==> config.mk <==
export PLATFORM = sky130hd
export DESIGN_NAME = dec_sweep_n
export DESIGN_NICKNAME = d
export VERILOG_FILES = /design/src/rtl/dec_sweep_n.sv
export SDC_FILE = /design/constraint.sdc
export NUM_CORES = 1
export LEC_CHECK = 0
export CORE_MARGIN = 2
export CORE_UTILIZATION = 49
export DETAILED_ROUTE_END_ITERATION = 16
export PLACE_DENSITY = 0.88
export SLEW_MARGIN = 10
export SYNTH_ARGS = -nofsm -noshare
export SYNTH_HDL_FRONTEND = slang
export SYNTH_SLANG_ARGS = --single-unit
export TNS_END_PERCENT = 5
==> constraint.sdc <==
create_clock -name clk -period 4 [get_ports clk]
set_clock_uncertainty 0.1 [all_clocks]
set_input_delay 0.6 -clock clk [delete_from_list [all_inputs] [get_ports clk]]
set_output_delay 0.6 -clock clk [all_outputs]
set_load 0.02 [all_outputs]
==> src/rtl/dec_sweep_n.sv <==
// One-hot write-select generator: single-shot decode of dec_in, or a sweep
// that walks the one-hot across every output (register-file init after reset).
//
// state | meaning
// IDLE  | accepts sweep_start (priority) or dec_en; emits at most one word
// SWEEP | emits onehot(idx) per unheld cycle until idx reaches the last output
module dec_sweep_n #(
   parameter  int SEL_W     = 4,
   parameter  int SKIP_ZERO = 0,
   localparam int OUT_W     = 2 ** SEL_W
) (
   input  logic             clk,
   input  logic             rst_n,
   input  logic             dec_en,
   input  logic [SEL_W-1:0] dec_in,
   input  logic             sweep_start,
   input  logic             sweep_hold,
   output logic [OUT_W-1:0] dec_out,
   output logic             dec_valid,
   output logic             busy,
   output logic             sweep_done
);

   localparam int IW = SEL_W + 1;
   localparam logic [IW-1:0] FIRST_IDX = (SKIP_ZERO != 0) ? IW'(1) : IW'(0);
   localparam logic [IW-1:0] LAST_IDX  = IW'(OUT_W - 1);
   localparam logic [IW-1:0] START_IDX = FIRST_IDX + IW'(1);
   localparam bit            SINGLE    = (FIRST_IDX == LAST_IDX);

   typedef enum logic {
      IDLE  = 1'b0,
      SWEEP = 1'b1
   } state_t;

   state_t           state_q, state_d;
   logic [IW-1:0]    idx_q, idx_d;
   logic [OUT_W-1:0] dec_out_q, dec_out_d;
   logic             dec_valid_q, dec_valid_d;
   logic             sweep_done_q, sweep_done_d;

   function automatic logic [OUT_W-1:0] onehot(input logic [SEL_W-1:0] i);
      logic [OUT_W-1:0] v;
      v    = '0;
      v[i] = 1'b1;
      return v;
   endfunction

   always_comb begin
      state_d      = state_q;
      idx_d        = idx_q;
      dec_out_d    = '0;
      dec_valid_d  = 1'b0;
      sweep_done_d = 1'b0;
      case (state_q)
         IDLE: begin
            if (sweep_start) begin
               if (SINGLE) begin
                  // only one output to sweep: finish without leaving IDLE
                  dec_out_d    = onehot(LAST_IDX[SEL_W-1:0]);
                  dec_valid_d  = 1'b1;
                  sweep_done_d = 1'b1;
               end else begin
                  state_d     = SWEEP;
                  dec_out_d   = onehot(FIRST_IDX[SEL_W-1:0]);
                  dec_valid_d = 1'b1;
                  idx_d       = START_IDX;
               end
            end else if (dec_en) begin
               dec_out_d   = onehot(dec_in);
               dec_valid_d = 1'b1;
            end
         end
         SWEEP: begin
            if (!sweep_hold) begin
               dec_out_d   = onehot(idx_q[SEL_W-1:0]);
               dec_valid_d = 1'b1;
               if (idx_q == LAST_IDX) begin
                  // leave SWEEP with the last word so a queued dec_en follows with no gap
                  sweep_done_d = 1'b1;
                  state_d      = IDLE;
                  idx_d        = '0;
               end else begin
                  idx_d = idx_q + IW'(1);
               end
            end
         end
         default: begin
            state_d = IDLE;
            idx_d   = '0;
         end
      endcase
   end

   always_ff @(posedge clk) begin
      if (!rst_n) begin
         state_q      <= IDLE;
         idx_q        <= '0;
         dec_out_q    <= '0;
         dec_valid_q  <= 1'b0;
         sweep_done_q <= 1'b0;
      end else begin
         state_q      <= state_d;
         idx_q        <= idx_d;
         dec_out_q    <= dec_out_d;
         dec_valid_q  <= dec_valid_d;
         sweep_done_q <= sweep_done_d;
      end
   end

   assign dec_out    = dec_out_q;
   assign dec_valid  = dec_valid_q;
   assign sweep_done = sweep_done_q;
   assign busy       = (state_q == SWEEP);

endmodule

; After elaboration in Yosys (flattened, before gate mapping)
; Cells that the tools add are included.
[totals]
in_bits = 9
regBits = 24
output_inout_bits = 19
elab_cells = 40
[classes]
bitwise_logic = 2
mux = 21
add_sub_neg = 1
n_reduce_logical = 4
order_cmp = 4
eq_ne = 3
[ops]
columns = operator, count
row1 = $mux 16, 3
row2 = $pmux 16 s2, 1
row3 = $mux 5, 3
row4 = $lt 4x5->1 const B, 2
row5 = $pmux 5 s2, 1
row6 = $mux 1, 9
row7 = $demux 1 s4, 2
row8 = $ge 4x1->1 const B, 2
row9 = $add 5x1->5 const B, 1
row10 = $eq 5x4->1 const B, 1
row11 = $ne 2x2->1 const B, 2
row12 = $pmux 1 s2, 2
row13 = $reduce_or 3->1, 1
row14 = $logic_and 1x1->1, 2
row15 = $not 1->1, 2
row16 = $reduce_and 2->1, 1

; Depth between registers and ports, before layout
; Gate-level depths: netlist of run 1.
[logic_depth]
ltp_word = 7
mapped_depth = 5
mapped_depth_nobuf = 5

; Worst setup path before layout of run 1
; No wires, ideal clock.
[synth_path]
kind = input port to flip-flop
startpoint = input sweep_start
endpoint = register dec_out_q[2], in the netlist dec_out[2]
path_stages = 4
path_buffers = 1
setup_time_ns = 0.071
required_time_ns = 3.829
arrival_ns = 1.653
setup_slack_ns = 2.176
path_cell_list = or3b_1 buf_2 or4_1 a21oi_1
[synth_between]
elab_chain_cells = 2
[synth_lines]
columns = item, line
row1 = from (decl), 16  ; input logic sweep_start,
row2 = $mux 16, 56  ; if (sweep_start) begin
row3 = $pmux 16 s2, 54  ; case (state_q)
row4 = to (signal assigned), 104  ; dec_out_q <= dec_out_d;
row5 = to (decl), 37  ; logic [OUT_W-1:0] dec_out_q, dec_out_d;
; No other way between the ends.
; A chain may end at the register's enable or synchronous reset.

; Worst setup path after layout of run 1
[layout_path]
startpoint = register state_q, in the netlist busy
endpoint = output busy
[layout_rtl]
columns = item, line
row1 = from (decl), 35  ; state_t state_q, state_d;
row2 = from (signal assigned), 102  ; state_q <= state_d;
row3 = to (decl), 20  ; output logic busy,
; No word-level cell between the ends.

==> summary.md, run 1 <==
| Metric | Value |
|---|---|
| Setup TNS | `0 ps` |
| Worst EP required | `3300 ps` |
| Antenna violations before repair | `0` |
| M1 GR Usage | `22.2%` |
| Met2 usage | `a little over a third` |
| Status | `complete, no violations` |
| Ys flop type | `dfxtp_1` |
| CTS Sinks | `24` |
| Slack of the critical path | `~1800 ps` |
| CTS max path bufs | `2` |
| Total power | `between 0.4 and 0.5 mW` |
| CP bufs+invs | `1` |
| Clock root buffer | `clkbuf_4` |
| YS warnings | `0` |
| Net Count, Synth | `approximately 120` |
| Hold slack | `around 350 ps` |
| Gpl congestion | `0.916` |
| M3 GR Usage | `between 3 and 4%` |
| Initial Util | `51.7%` |
| Antenna Cells | `0` |
| Die Y-Extent | `49.5 µm` |
| Port bufs | `27` |
| Worst slew pin tran | `371 ps` |
| Critical-path top delay cell | `clkdlybuf4s50_1` |
| Async SR Flop Fraction | `0%` |
| Iter 0 DRT Violations | `46` |
| Pleak | `0.449 nW` |
| Critical path fanouts, max | `13` |
| Overall Global Routing Usage | `about a fifth` |
| R2r endpoint | `dec_out[2]$_SDFF_PN0_` |
| DIE AREA | `2450 µm²` |
| Routed WL | `around 2.3 mm` |
| Top-count cell post-synth | `dfxtp_1` |
| Dpl hpwl | `1.72 mm` |
| Final min period | `2250 ps` |
| # DRC | `0` |
| First-pass GRT wire length | `3.73 mm` |
| Placeable Area | `between 1500 and 2000 µm²` |
| CTS H-tree lvls | `1` |
| Power per Cell Area | `316 nW/µm²` |
| Max-slew headroom | `75.3%` |
| Hold wc startpoint | `idx_q[4]$_SDFFE_PN0P_` |
| Hold crit path type | `reg2reg` |
| Pin count of the biggest net entering global routing | `15` |
| Post-synth top area cell | `dfxtp_1` |
| Clk slew on worst S/H paths | `130 ps` |
| Crit path kind | `reg2out` |
| Max-Cap Viols | `0` |
| R2R depth | `3` |
| Sequential share of the synthesized area | `between 40% and 50%` |
| Fraction of layout instances using a drive strength above 1 | `5.34%` |
| NumNets Final | `between 100 and 150` |
| FMAX | `0.445 GHz` |
| GRT overflow | `0` |
| CTS tree | `done` |
| Die width | `49.5 µm` |
| CP peak stage delay | `680 ps` |
| Post-synth design cell area | `~1000 µm²` |
| Hold Path Depth | `2` |
| Top cells by count, synth | `dfxtp_1, o22ai_1` |
| Peak VDD IR | `260 µV` |
| Post-synth cell types | `32` |
| Via Count | `about 950` |
| Crit path DAT | `1550 ps` |
| Fin cells | `approximately 160` |
| Post-CTS Setup Bufs | `0` |
| Number of cells produced by synthesis | `between 100 and 150` |
| DR WL/cell | `14.4 µm` |
| Hold Fails Final Rpt | `0` |
| Cell breakdown of the critical path | `clkdlybuf4s50_1` |
| Critical Path End Type | `output port` |
| Vias per inst | `6.03` |
| #FFs+latches synth | `24` |
| Worst flop-to-flop path startpoint | `busy$_SDFF_PN0_` |
| Drt pass-1 iters | `4` |
| Resize count post-CTS | `0` |
| Antenna-violating nets left | `0` |
| Dpl cells | `154` |
| Crit-path leading delay family | `buffers and inverters` |
| Vias in the first global route | `845` |
| Worst Hold End | `idx_q[4]$_SDFFE_PN0P_` |
| Mean post-synth cell area | `9.57 µm²` |
| Startpoint types | `flop` |
| Syn-to-layout area delta | `31.2%` |
| Setup violators final | `0` |
| Post-synth top area share | `47.3%` |
| Fin crit share | `56.2%` |
| Synth top area cells | `dfxtp_1, ha_1, o22ai_1` |
| Reg2Reg Setup Slack | `2240 ps` |
| FP Rows | `16` |
| Hold buffer count at cts | `0` |
| EDFF count, synth | `0` |
| CTS Buf Count | `3` |
| DP Worst Slack | `approximately 1600 ps` |
| Final Max Tran Viols | `0` |
| RSZ-0062 raised after global routing | `no` |
| Clk_lat worst skew | `300 ps` |
| Grt peak-use layer | `met2` |
| Boundary Pins | `28` |
==> worst register-to-register path, cell delays in order, from the launching register on <==
cell	delay [ps]
dfxtp_1	440
or3b_1	510
or4_1	490
a21oi_1	150
==> flip-flops by register name, summed over array words and instances (netlist names) <==
| signal | flops |
|---|---|
| busy | 1 |
| sweep_done | 1 |
| dec_out | 16 |
| dec_valid | 1 |
| idx_q | 5 |
==> stage by stage <==
step,instance area (µm²),util [%]
floorplan,1010,-
global placement,1290,66.0
detailed placement,1290,66.0
CTS,1330,67.9
global route,1330,67.9
finish,1330,67.9
==> worst max path at each step <==
| stage | from | end | depth (start not counted) |
|---|---|---|---|
| after detailed placement | dec_en | dec_out[2]$_SDFF_PN0_ | 4 |
| after floorplan | sweep_start | dec_out[2]$_SDFF_PN0_ | 4 |
| after global placement | dec_en | dec_out[2]$_SDFF_PN0_ | 4 |
| after global routing | busy$_SDFF_PN0_ | busy | 1 |
| final | busy$_SDFF_PN0_ | busy | 1 |
| after CTS | busy$_SDFF_PN0_ | busy | 1 |
==> cells in the final DEF (no fill, tap or decap), drive strengths merged <==
cell           Yosys  final
inv                3      3
nand4              2      2
a31oi              2      2
o22ai              8      8
nand3              6      6
and3               1      1
a41oi              1      1
nor3               1      1
nand4b             2      2
ha                 4      4
nor2               5      5
dfxtp             24     24
clkbuf             5      4
nor4               1      1
or3                5      5
nand3b             6      6
nand2b             6      6
or2                1      1
o32a               4      4
a21oi              6      6
o21ai              1      1
nand2              1      1
a41o               1      1
o21bai             1      1
or3b               1      1
or4                3      3
clkdlybuf4s50      0     27
nor3b              1      1
o21a               1      1
nor2b              1      1
a211oi             1      1
==> cell type report <==
| type | instances | area (µm²) |
|---|---|---|
| fillers | 166 | 631 |
| repair buffers | 27 | 270 |
| well taps | 27 | 33.8 |
| flip-flops and latches | 24 | 480 |
| multi-input cells | 73 | 499 |
| inverters | 3 | 11.3 |
| clock buffers | 4 | 36.3 |
==> cell families after synthesis <==
| group | count (synthesis) | synth area share [%] |
|---|---|---|
| AO/OA/AOI/OAI | 26 | 17.6 |
| flip-flops | 24 | 47.3 |
| buffers and inverters | 9 | 3.45 |
| AND/OR/NAND/NOR | 43 | 26.6 |
| adder cells (fa/ha/maj) | 4 | 4.93 |
==> layer usage <==
layer  up-vias  share of wire (%)  wire (µm)
met5         -                  0          0
met3         0                6.7        153
met2        47                 54       1220
met4         0                  0          0
li1        451                  -          -
met1       455                 39        895
==> report_power, final <==
| group | switching (mW) | internal [mW] | total, mW |
|---|---|---|---|
| Clock | 0.0659 | 0.0555 | 0.121 |
| Sequential | 0.00500 | 0.244 | 0.249 |
| Combinational | 0.0275 | 0.0232 | 0.0507 |
| Total | 0.0984 | 0.323 | 0.421 |
No activity file was read; power rests on OpenSTA's default activity.
==> inputs of run 2 (changes only) <==
CORE_UTILIZATION = 46   (was 49)
PLACE_DENSITY = 0.84   (was 0.88)
clock period = 2.2 ns   (was 4 ns; I/O delays follow)
==> summary.md, run 2 (same netlist as run 1, synthesis figures left out) <==
| Metric | Value |
|---|---|
| Status | `complete, no violations` |
| Vias per inst | `5.84 (-3.1%)` |
| Startpoint types | `flop` |
| Critical path fanouts, max | `13 (unchanged)` |
| FP Rows | `17 (+1)` |
| Port bufs | `27 (unchanged)` |
| Fraction of layout instances using a drive strength above 1 | `5.34% (unchanged)` |
| Clk slew on worst S/H paths | `130 ps (about the same)` |
| FMAX | `0.506 GHz` |
| CTS H-tree lvls | `1 (unchanged)` |
| Peak VDD IR | `300 µV (+15%)` |
| Antenna Cells | `0 (unchanged)` |
| Reg2Reg Setup Slack | `450 ps (-1790 ps)` |
| Internal power | `0.587 mW (+82%)` |
| Final Max Tran Viols | `0 (unchanged)` |
| CTS tree | `done` |
| Worst path depth | `1 (unchanged)` |
| Worst flop-to-flop path startpoint | `busy$_SDFF_PN0_` |
| Max-slew headroom | `75.9% (+0.60 points)` |
| Filler instances | `185 (+11%)` |
| Antenna-violating nets left | `0 (unchanged)` |
| Worst EP required | `1770 ps (-1530 ps)` |
| DR WL/cell | `13.9 µm (-2.9%)` |
| # DRC | `0 (unchanged)` |
| Placeable Area | `2150 µm² (+9.5%)` |
| Vias in the first global route | `766 (-9.3%)` |
| Commonest cells after routing, fill and taps aside | `clkdlybuf4s50_1, dfxtp_1, o22ai_1` |
| Drt pass-1 iters | `4 (unchanged)` |
| NetSw | `0.184 mW (+87%)` |
| First-pass GRT wire length | `3.50 mm (-6.3%)` |
| Max-Cap Viols | `0 (unchanged)` |
| CTS max path bufs | `2 (unchanged)` |
| Hold buffer count at cts | `0 (unchanged)` |
| Hold crit path type | `reg2reg` |
| Hold slack | `359 ps (+3.66 ps)` |
| NumNets Final | `145 (unchanged)` |
| Worst slew pin tran | `359 ps (-11.8 ps)` |
| Clk_lat worst skew | `310 ps (about the same)` |
| Power share of the combinational group | `12.0% (about the same)` |
| Hold Path Depth | `2 (unchanged)` |
| Hold Fails Final Rpt | `0 (unchanged)` |
| Crit path DAT | `1550 ps (about the same)` |
| Boundary Pins | `28 (unchanged)` |
| Iter 0 DRT Violations | `30 (-35%)` |
| Final min period | `1980 ps` |
| Sw Share | `23.9% (+0.52 points)` |
| Dpl hpwl | `1.65 mm (-4.1%)` |
| Clock Power Share | `29.3% (+0.5 points)` |
| Setup TNS | `0 ps (unchanged)` |
| Initial Util | `47.2% (-4.5 points)` |
| Power per Cell Area | `579 nW/µm² (+83%)` |
| Worst Hold End | `idx_q[4]$_SDFFE_PN0P_` |
| Largest register FFs | `16 (unchanged)` |
| Critical-path top delay cell | `clkdlybuf4s50_1` |
| Crit-path leading delay family | `buffers and inverters` |
| Syn-to-layout area delta | `31.3% (about the same)` |
| CP peak stage delay | `680 ps (about the same)` |
| Seq pwr share | `58.7% (-0.4 points)` |
| RSZ-0062 raised after global routing | `no` |
| Resize count post-CTS | `0 (unchanged)` |
| DIE AREA | `2600 µm² (+6.0%)` |
| Post-CTS Setup Bufs | `0 (unchanged)` |
| R2r endpoint | `dec_out[3]$_SDFF_PN0_` |
| CTS Buf Count | `3 (unchanged)` |
| Fin crit share | `89.9%` |
| Die Y-Extent | `51.0 µm (+2.9%)` |
| Clock root buffer | `clkbuf_4` |
| Cell breakdown of the critical path | `clkdlybuf4s50_1` |
| CP bufs+invs | `1 (unchanged)` |
| Gpl congestion | `0.861 (-6.0%)` |
| Most common cell after layout, fill and taps aside | `clkdlybuf4s50_1` |
| Setup violators final | `0 (unchanged)` |
| Crit path kind | `reg2out` |
| Routed WL | `2.22 mm (-2.3%)` |
| R2R depth | `3 (unchanged)` |
| Pin count of the biggest net entering global routing | `15 (unchanged)` |
| GRT overflow | `0 (unchanged)` |
| Pleak | `0.449 nW (unchanged)` |
| Die width | `51.0 µm (+2.9%)` |
| Via Count | `929 (-2.5%)` |
| CTS Sinks | `24 (unchanged)` |
| Antenna violations before repair | `0 (unchanged)` |
| Critical Path End Type | `output port` |
| Overall Global Routing Usage | `17.7% (-1.8 points)` |
| Hold wc startpoint | `idx_q[4]$_SDFFE_PN0P_` |
==> run 2: cell counts in the layout (fill, tap and decap cells not counted) <==
No cell type changed its count.
==> run 2: layout make-up <==
class / instances / area, µm² / area share, %
tap: 28 / 35.0 / 2.63
timing repair buffer: 27 / 270 / 20.3
sequential: 24 / 480 / 36.1
inverter: 3 / 11.3 / 0.845
clock buffer: 4 / 36.3 / 2.72
multi-input combinational: 73 / 499 / 37.5
==> run 2: metrics by stage <==
stage / instance area (µm²) / setup WS [ps] / power (mW) / std cells / utilization [%]
2_1_floorplan: 1010 / 559 / 0.511 / 106 / -
3_3_place_gp: 1300 / 145 / 0.551 / 155 / 60.3
3_5_place_dp: 1300 / 87.7 / 0.554 / 155 / 60.3
4_1_cts: 1330 / 211 / 0.773 / 159 / 62.0
5_1_grt: 1330 / 139 / 0.802 / 159 / 62.0
6_report: 1330 / 222 / 0.771 / 159 / 62.0
==> run 2: how the worst max path moves through the flow <==
stage	to	start	slack (ps)
6_report	busy	busy$_SDFF_PN0_	220
3_3_place_gp	dec_out[2]$_SDFF_PN0_	dec_en	150
2_1_floorplan	dec_out[2]$_SDFF_PN0_	busy$_SDFF_PN0_	560
5_1_grt	busy	busy$_SDFF_PN0_	140
4_1_cts	busy	busy$_SDFF_PN0_	210
3_5_place_dp	dec_out[3]$_SDFF_PN0_	dec_en	90
==> run 2: power groups by stage <==
stage / Combinational [mW] / Clock [mW] / Sequential, mW
after floorplan: 0.0451 / 0 / 0.466
after detailed placement: 0.0915 / 0 / 0.463
after global routing: 0.100 / 0.248 / 0.454
final: 0.0924 / 0.226 / 0.453
after CTS: 0.0920 / 0.228 / 0.453
after global placement: 0.0889 / 0 / 0.462
==> run 2: layer usage <==
layer | global-route usage (%) | vias up | wire length, µm
met5 | 0 | - | 0
met4 | 6.76 | 0 | 27
met3 | 2.92 | 6 | 146
met2 | 30.1 | 41 | 1100
met1 | 22.4 | 430 | 942
li1 | - | 452 | -
==> inputs of run 3 (changes only) <==
--- a/constraint.sdc
+++ b/constraint.sdc
@@ -4,2 +4,2 @@
 set_output_delay 0.33 -clock clk [all_outputs]
-set_load 0.02 [all_outputs]
+set_load 0.1 [all_outputs]
==> summary.md, run 3 (same netlist as run 1, synthesis figures left out) <==
| Metric | Value |
|---|---|
| Area of the multi-input gates | `499 µm² (unchanged)` |
| Vias per inst | `5.88 (+0.65%)` |
| CTS Buf Count | `3 (unchanged)` |
| Placeable Area | `2150 µm² (unchanged)` |
| Iter 0 DRT Violations | `29 (-3.3%)` |
| Dpl cells | `155 (unchanged)` |
| Power per Cell Area | `688 nW/µm² (+19%)` |
| Die width | `51.0 µm (unchanged)` |
| CP peak stage delay | `510 ps (-170 ps)` |
| Critical Path End Type | `flop` |
| Setup violators final | `0 (unchanged)` |
| FP Rows | `17 (unchanged)` |
| Final Max Tran Viols | `0 (unchanged)` |
| # DRC | `0 (unchanged)` |
| Setup TNS | `0 ps (unchanged)` |
| Crit-path leading delay family | `simple AND/OR/NAND/NOR gates` |
| Max-slew headroom | `74.8% (-1.1 points)` |
| Vias in the first global route | `838 (+9.4%)` |
| Clk_lat worst skew | `310 ps (about the same)` |
| Startpoint types | `primary input` |
| Crit path DAT | `1960 ps (+410 ps)` |
| Antenna violations before repair | `0 (unchanged)` |
| Gpl congestion | `0.906 (+5.2%)` |
| FMAX | `0.553 GHz (+9.4%)` |
| Syn-to-layout area delta | `28.2%` |
| Fraction of layout instances using a drive strength above 1 | `19.8% (+15 points)` |
| Peak VDD IR | `426 µV (+42%)` |
| Worst Setup SP | `dec_en` |
| Initial Util | `47.2% (unchanged)` |
| Overall Global Routing Usage | `17.6% (-0.13 points)` |
| R2R depth | `3 (unchanged)` |
| Worst slew pin tran | `377 ps (+18.6 ps)` |
| Largest register FFs | `16 (unchanged)` |
| Hold Fails Final Rpt | `0 (unchanged)` |
| Hold Path Depth | `2 (unchanged)` |
| Reg2Reg Setup Slack | `420 ps (-30 ps)` |
| Final min period | `1810 ps (-170 ps)` |
| Routed WL | `2.22 mm (about the same)` |
| Hold crit path type | `reg2reg` |
| Port bufs | `27 (unchanged)` |
| Dpl hpwl | `1.60 mm (-2.9%)` |
| Via Count | `935 (+0.65%)` |
| Fin crit share | `82.2% (-7.7 points)` |
| CTS H-tree lvls | `1 (unchanged)` |
| Status | `complete, no violations` |
| CP bufs+invs | `1 (unchanged)` |
| Pleak | `0.493 nW (+9.8%)` |
| Crit path kind | `in2reg` |
| Most common cell after layout, fill and taps aside | `dfxtp_1` |
| Max-Cap Viols | `0 (unchanged)` |
| Filler instances | `180 (-2.7%)` |
| Cell breakdown of the critical path | `clkdlybuf4s50_1 > or3b_1 > or4_1 > a21oi_1` |
| NumNets Final | `145 (unchanged)` |
| Hold buffer count at cts | `0 (unchanged)` |
| Commonest cells after routing, fill and taps aside | `dfxtp_1, buf_4, o22ai_1, clkdlybuf4s50_1` |
| Post-CTS Setup Bufs | `0 (unchanged)` |
| RSZ-0062 raised after global routing | `no` |
| Clock root buffer | `clkbuf_4` |
| Hold wc startpoint | `idx_q[4]$_SDFFE_PN0P_` |
| Worst Hold End | `idx_q[4]$_SDFFE_PN0P_` |
| Clk slew on worst S/H paths | `130 ps (about the same)` |
| Worst EP required | `2360 ps (+590 ps)` |
| DIE AREA | `2600 µm² (unchanged)` |
| FF/Latch Area | `480 µm² (unchanged)` |
| DR WL/cell | `14.0 µm (about the same)` |
| Final design utilization | `60.6% (-1.5 points)` |
| GRT overflow | `0 (unchanged)` |
| Antenna Cells | `0 (unchanged)` |
| CTS tree | `done` |
| First-pass GRT wire length | `3.57 mm (+2.2%)` |
| Drt pass-1 iters | `4 (unchanged)` |
| Pin count of the biggest net entering global routing | `15 (unchanged)` |
| Total power | `0.895 mW (+16%)` |
| Fin cells | `159 (unchanged)` |
| Worst flop-to-flop path startpoint | `busy$_SDFF_PN0_` |
| Critical path fanouts, max | `7 (-6)` |
| CTS Sinks | `24 (unchanged)` |
| CTS max path bufs | `2 (unchanged)` |
| Boundary Pins | `28 (unchanged)` |
| Resize count post-CTS | `0 (unchanged)` |
| Die Y-Extent | `51.0 µm (unchanged)` |
| Antenna-violating nets left | `0 (unchanged)` |
| R2r endpoint | `dec_out[3]$_SDFF_PN0_` |
| Critical-path top delay cell | `clkdlybuf4s50_1` |
run 3: cell count changes in the layout (fill, tap and decap cells not counted), sizes merged:
| cell | change |
|---|---|
| bufinv | +1 |
| buf | +19 |
| clkdlybuf4s50 | -19 |
| clkbuf | -1 |
run 3: stage by stage:
stage / hold slack, ps / cell area (µm²) / worst slack (ps)
floorplan: 323 / 1010 / 139
global placement: 331 / 1250 / 142
detailed placement: 349 / 1250 / 83.9
CTS: 366 / 1300 / 411
global route: 374 / 1300 / 312
finish: 361 / 1300 / 392
run 3: how the worst max path moves through the flow:
stage,endpoint,cells after the start
final,dec_out[3]$_SDFF_PN0_,4
after global routing,dec_out[3]$_SDFF_PN0_,3
after CTS,dec_out[2]$_SDFF_PN0_,4
after detailed placement,dec_out[3]$_SDFF_PN0_,4
after global placement,dec_out[3]$_SDFF_PN0_,4
after floorplan,dec_out[3]$_SDFF_PN0_,4
run 3: worst reg2reg max path: stages, from the launching register on:
cell and delay, ps:
dfxtp_1 450, or3b_1 520, or4_1 510, a21oi_1 150
run 3: report_power, final:
part	switching (mW)	internal (mW)	leakage, nW	total, mW
combinational	0.0896	0.0398	0.270	0.129
sequential	0.00922	0.444	0.195	0.453
clock	0.129	0.184	0.0279	0.313
run 3: layer usage:
metal,up-vias,global-route usage [%],part of all wire [%]
met1,426,22.1,42
met3,5,3.22,8.6
met2,51,29.9,48
met5,-,0,0
met4,0,6.31,1.6
li1,453,-,-
run 3: cell type report:
class                           count  area share, %
Clock buffer                        3           1.73
Clock inverter                      1           2.31
Inverter                            3          0.865
Multi-Input combinational cell     73           38.4
Sequential cell                    24           36.9
Tap cell                           28           2.69
Timing Repair Buffer               27           17.1
